<file path="config.mk">
export PLATFORM = sky130hd
export DESIGN_NAME = multicycle_control_unit
export DESIGN_NICKNAME = d
export VERILOG_FILES = /design/src/rtl/multicycle_control_unit.sv
export SDC_FILE = /design/constraint.sdc
export NUM_CORES = 1
export LEC_CHECK = 0
export ABC_CLOCK_PERIOD_IN_PS = 2800
export CAP_MARGIN = 20
export CORE_UTILIZATION = 45
export DETAILED_ROUTE_END_ITERATION = 6
export GPL_TIMING_DRIVEN = 0
export PLACE_DENSITY_LB_ADDON = 0.15
export SLEW_MARGIN = 20
export SYNTH_ARGS = -nofsm -noshare
export SYNTH_HDL_FRONTEND = slang
export SYNTH_SLANG_ARGS = --single-unit
</file>
<file path="constraint.sdc">
create_clock -name clk -period 2.8 [get_ports clk]
set_clock_uncertainty 0.1 [all_clocks]
set_input_delay 0.7 -clock clk [delete_from_list [all_inputs] [get_ports clk]]
set_output_delay 0.7 -clock clk [all_outputs]
set_load 0.02 [all_outputs]
</file>
<file path="src/rtl/multicycle_control_unit.sv">
// Multi-cycle sequencer for the RV32 datapath: fetch/decode/execute/memory/writeback
// with req/ready memory handshakes, sticky traps and a retired-instruction counter.
module multicycle_control_unit #(
   parameter int XLEN        = 32,
   parameter int MEM_TIMEOUT = 16,
   parameter int LINK_EN     = 1,
   parameter int CNT_W       = 32
) (
   input  logic             clk,
   input  logic             rst,
   input  logic [31:0]      instruction,
   input  logic             alu_zero,
   input  logic             imem_ready,
   input  logic             dmem_ready,
   output logic             imem_req,
   output logic             dmem_req,
   output logic             ir_wr,
   output logic             pc_wr,
   output logic [1:0]       pc_src,
   output logic [1:0]       alu_op,
   output logic             alu_src,
   output logic             reg_wr,
   output logic             mem_reg,
   output logic             wb_link,
   output logic             mem_rd,
   output logic             mem_wr,
   output logic             illegal,
   output logic             bus_err,
   output logic [CNT_W-1:0] instret,
   output logic [3:0]       state_o
);
   // state  | meaning
   // FETCH  | request instruction, load IR on imem_ready
   // DECODE | classify opcode
   // EXEC   | R/I ALU operation
   // ADDR   | LW/SW address computation
   // MEM    | data access, SW retires here
   // WB     | register write, retire
   // BRANCH | compare and select branch target, retire
   // JUMP   | JAL target and optional link, retire
   // TRAP   | dead until reset
   typedef enum logic [3:0] {
      S_FETCH  = 4'd0,
      S_DECODE = 4'd1,
      S_EXEC   = 4'd2,
      S_ADDR   = 4'd3,
      S_MEM    = 4'd4,
      S_WB     = 4'd5,
      S_BRANCH = 4'd6,
      S_JUMP   = 4'd7,
      S_TRAP   = 4'd8
   } state_t;

   localparam logic [6:0] OP_R   = 7'b0110011;
   localparam logic [6:0] OP_I   = 7'b0010011;
   localparam logic [6:0] OP_LW  = 7'b0000011;
   localparam logic [6:0] OP_SW  = 7'b0100011;
   localparam logic [6:0] OP_BEQ = 7'b1100011;
   localparam logic [6:0] OP_JAL = 7'b1101111;
   localparam int TW = (MEM_TIMEOUT < 1) ? 1 : $clog2(MEM_TIMEOUT + 1);

   generate
      if (XLEN != 32 && XLEN != 64) begin : g_bad_xlen
         $error("multicycle_control_unit: XLEN must be 32 or 64");
      end
   endgenerate

   state_t           state, state_nx;
   logic [TW-1:0]    wait_cnt;
   logic [CNT_W-1:0] instret_q;
   logic             illegal_q, bus_err_q;
   logic             waiting, timeout_hit;
   logic             unused_instr_bits;

   wire [6:0] opcode = instruction[6:0];
   wire is_r   = (opcode == OP_R);
   wire is_i   = (opcode == OP_I);
   wire is_lw  = (opcode == OP_LW);
   wire is_sw  = (opcode == OP_SW);
   wire is_beq = (opcode == OP_BEQ);
   wire is_jal = (opcode == OP_JAL);

   assign unused_instr_bits = ^instruction[31:7];

   // Counter tracks consecutive low-ready cycles; any non-waiting cycle clears it,
   // so it is always zero on entry to FETCH or MEM.
   assign waiting     = ((state == S_FETCH) && !imem_ready) || ((state == S_MEM) && !dmem_ready);
   assign timeout_hit = (MEM_TIMEOUT > 0) && (wait_cnt == TW'(MEM_TIMEOUT));

   always_ff @(posedge clk) begin
      if (rst) begin
         state     <= S_FETCH;
         wait_cnt  <= '0;
         instret_q <= '0;
         illegal_q <= 1'b0;
         bus_err_q <= 1'b0;
      end else begin
         state    <= state_nx;
         wait_cnt <= waiting ? wait_cnt + 1'b1 : '0;
         if (pc_wr)
            instret_q <= instret_q + 1'b1;
         if ((state == S_DECODE) && (state_nx == S_TRAP))
            illegal_q <= 1'b1;
         if (waiting && timeout_hit)
            bus_err_q <= 1'b1;
      end
   end

   always_comb begin
      state_nx = state;
      case (state)
         S_FETCH: begin
            if (imem_ready)       state_nx = S_DECODE;
            else if (timeout_hit) state_nx = S_TRAP;
         end
         S_DECODE: begin
            if (is_r || is_i)        state_nx = S_EXEC;
            else if (is_lw || is_sw) state_nx = S_ADDR;
            else if (is_beq)         state_nx = S_BRANCH;
            else if (is_jal)         state_nx = S_JUMP;
            else                     state_nx = S_TRAP;
         end
         S_EXEC:   state_nx = S_WB;
         S_ADDR:   state_nx = S_MEM;
         S_MEM: begin
            if (dmem_ready)       state_nx = is_lw ? S_WB : S_FETCH;
            else if (timeout_hit) state_nx = S_TRAP;
         end
         S_WB, S_BRANCH, S_JUMP: state_nx = S_FETCH;
         S_TRAP:   state_nx = S_TRAP;
         default:  state_nx = S_FETCH;
      endcase
   end

   always_comb begin
      imem_req = 1'b0;
      dmem_req = 1'b0;
      ir_wr    = 1'b0;
      pc_wr    = 1'b0;
      pc_src   = 2'b00;
      alu_op   = 2'b00;
      alu_src  = 1'b0;
      reg_wr   = 1'b0;
      mem_reg  = 1'b0;
      wb_link  = 1'b0;
      mem_rd   = 1'b0;
      mem_wr   = 1'b0;
      if (!rst) begin
         case (state)
            S_FETCH: begin
               imem_req = 1'b1;
               ir_wr    = imem_ready;
            end
            S_EXEC: begin
               alu_op  = is_r ? 2'b10 : 2'b11;
               alu_src = !is_r;
            end
            S_ADDR: alu_src = 1'b1;
            S_MEM: begin
               dmem_req = 1'b1;
               mem_rd   = is_lw;
               mem_wr   = is_sw;
               alu_src  = 1'b1;
               pc_wr    = dmem_ready && is_sw;
            end
            S_WB: begin
               reg_wr  = 1'b1;
               mem_reg = is_lw;
               pc_wr   = 1'b1;
            end
            S_BRANCH: begin
               alu_op = 2'b01;
               pc_wr  = 1'b1;
               pc_src = alu_zero ? 2'b01 : 2'b00;
            end
            S_JUMP: begin
               pc_wr   = 1'b1;
               pc_src  = 2'b10;
               reg_wr  = (LINK_EN != 0);
               wb_link = (LINK_EN != 0);
            end
            default: ;
         endcase
      end
   end

   assign instret = rst ? '0 : instret_q;
   assign illegal = !rst && illegal_q;
   assign bus_err = !rst && bus_err_q;
   assign state_o = rst ? 4'd0 : state;

endmodule

</file>
==> impl_metrics.toml <==
[yosys]
synth_flop_cell = "dfxtp_1"
syn_area_um2 = 2560
synth_top_cell_by_area = "dfxtp_1"
netlist_top_cells_area = "dfxtp_1 34%, nor2b_1 9.3%, mux2_2 8.8%"
synth_top_area_share_pct = 33.6
synth-seq-cells = 43
syn_nets = 339
synthTopCellsByCount = "43 x dfxtp_1, 38 x nor2b_1, 37 x nor2_1"
ys_types = 52
synth_edf_count = 0
async_flop_share_pct = 0
seq_area_frac_synth_pct = 33.6
synthCells = 299
synth.most_common_cell = "dfxtp_1"
syn_area_per_cell_um2 = 8.57
yosys_warnings = 0

[final_layout]
nFillCells = 512
drive_above_1_share_pct = 19.4
final_nets = 416
fin_area_um2 = 3430
antenna_cells = 0
areaGrowthSynthToFinish_pct = 34.0
instances_no_fill = 449

[detailed_routing]
wirelength_mm = 6.39
vias = 2427
drc_errors = 0
wl_per_cell_um = 14.2
detail_route.first_pass.iterations = 4
routed_via_density = 5.41
drtAntennaViolNets = 0
drtIter0Drc = 106

[min_path]
hold_depth = 1
worstHoldPathType = "reg -> reg"

[setup_path]
slowest_stage = "a311oi_4"
crit_chain = "dlygate4sd2_1, and4b_2, a311oi_4, nand2b_4, inv_1, buf_2"
cp_max_fo = 5
endpoint_kind = "output port"
critical_path_required_ps = 2000
reg2reg_depth = 7
max_stage_delay_ps = 320
crit_type = "in -> out"
start_kind = "input pin"
worstPathArrival_ps = 1960

[floorplan]
ioPinCount = 89
coreArea_um2 = 5510
dieHeight_um = 77.4
die-area_um2 = 6000
fp.dieW_um = 77.4
num_rows = 27
initial_core_util_pct = 46.5

[power_and_ir_drop]
irDropWorstVdd_uv = 303
power_leakage_nw = 1.63
p_per_area_nw_per_um2 = 329

[clock_network]
clkSlewWorstSetupHoldPaths_ps = 80
cts_inserted_buffers = 5
htreeDepth = 2
clkLatencyLatePin_ps = 290
root_buffer = "clkbuf_8"
clock-sinks = 43
ctsHoldBuffers = 0
cts_tree = "yes"
clk_path_buf_depth = 2

[grt]
grt_max_degree = 13
overflow = 0
antenna_found_initial = 0
grt_pass1_wl_mm = 10.5
grt_pass1_vias = 2247
track_usage_pct = 22.1

[sta]
worst_pin_slew_ps = 494
slew_headroom_pct = 66.6
fin_tns_setup_ps = 0
hold_ws_ps = 374
drv_slew = 0
finalSetupViolCount = 0
fin_crit_ps = 2760
fmax_ghz = 0.363
hold_viol_final = 0
fin_crit_sh_pct = 98.4

[flow_run]
drv_cap = 0

[placed_design]
dp_cells = 434
placed_area_um2 = 3280
hpwl_mm = 4.62
numPortBuffers = 63
gp_congestion = 0.834

[outcome]
status = "complete, no violations"
## critical path: cells and delay by family
kind | cells | cell delay [ps]
AND/OR/NAND/NOR | 2 | 470
AO/OA/AOI/OAI | 1 | 320
buffers and inverters | 3 | 460
## cells by family after synthesis
group / count (synthesis) / synth area share [%]
xor+xnor: 4 / 1.37
mux: 26 / 11.4
simple gates: 166 / 38.3
fa+ha+maj: 3 / 1.47
compound gates: 31 / 9.23
flops: 43 / 33.6
buf+inv: 26 / 4.59
## flip-flops by register name (all words and copies together) (netlist names)
name / count
illegal_q: 1
instret_q: 32
state: 4
wait_cnt: 5
bus_err_q: 1
## layout make-up
type / instances / area [um^2] / share of cell area [%]
buffer: 17 / 108 / 3.14
clock buffer: 7 / 76.3 / 2.22
clock inverter: 1 / 5.00 / 0.146
inverter: 9 / 33.8 / 0.985
multi-input combinational: 230 / 1620 / 47.3
sequential: 43 / 861 / 25.1
tap: 72 / 90.1 / 2.63
timing repair buffer: 70 / 634 / 18.5
## cells in the final DEF (no fill, tap or decap), types with 4 or more instances in the layout
| master | instances |
|---|---|
| clkbuf_2 | 8 |
| buf_2 | 5 |
| nand2_1 | 18 |
| nand3_1 | 8 |
| clkdlybuf4s50_1 | 6 |
| nor2b_1 | 38 |
| clkbuf_1 | 4 |
| o21ai_0 | 7 |
| and3_1 | 5 |
| inv_1 | 9 |
| and4_1 | 5 |
| nor4_1 | 9 |
| nor2_1 | 37 |
| clkbuf_8 | 6 |
| dfxtp_1 | 43 |
| nand4_1 | 7 |
| dlymetal6s2s_1 | 11 |
| or3_1 | 4 |
| mux2_1 | 6 |
| a21oi_1 | 5 |
| nor4b_1 | 4 |
| mux2_2 | 20 |
| nor3_1 | 8 |
| o31ai_1 | 4 |
| dlygate4sd2_1 | 34 |
| buf_4 | 11 |
## path summary, 6_finish.rpt
kind,to,slack [ps],from
setup / recovery,pc_wr,40,instruction[5]
hold reg to reg,wait_cnt[0],370,wait_cnt[0]
hold / removal,wait_cnt[0],370,wait_cnt[0]
setup reg to reg,instret_q[28],420,state[2]
## repair_timing
| item | CTS | global route |
|---|---|---|
| buffers inserted | 7 | 0 |
| pin swaps | 5 | 1 |
| resized for setup | 83 | 23 |
| endpoints found under the setup margin | 54 | 19 |
## per-layer routing
metal	wire, um	share of wire (%)	vias up	global-route usage (%)
met4	38	0.59	0	4.34
met5	0	0	-	0
met2	3060	48	55	36.5
met1	3040	48	1139	29.1
li1	-	-	1228	-
met3	253	4.0	5	5.41
## power breakdown
part | total, mW | internal (mW) | switching, mW
registers | 0.623 | 0.616 | 0.00676
clock network | 0.379 | 0.175 | 0.203
logic | 0.128 | 0.0484 | 0.0791
## stage by stage
stage	worst slack, ps	util [%]	total power [mW]
5_1_grt	-4.21	62.3	1.18
2_1_floorplan	27.9	-	0.704
3_5_place_dp	-1170	59.6	0.758
4_1_cts	5.66	62.0	1.14
6_report	45.0	62.3	1.13
3_3_place_gp	-1140	59.6	0.756
No activity file was read; power rests on OpenSTA's default activity.
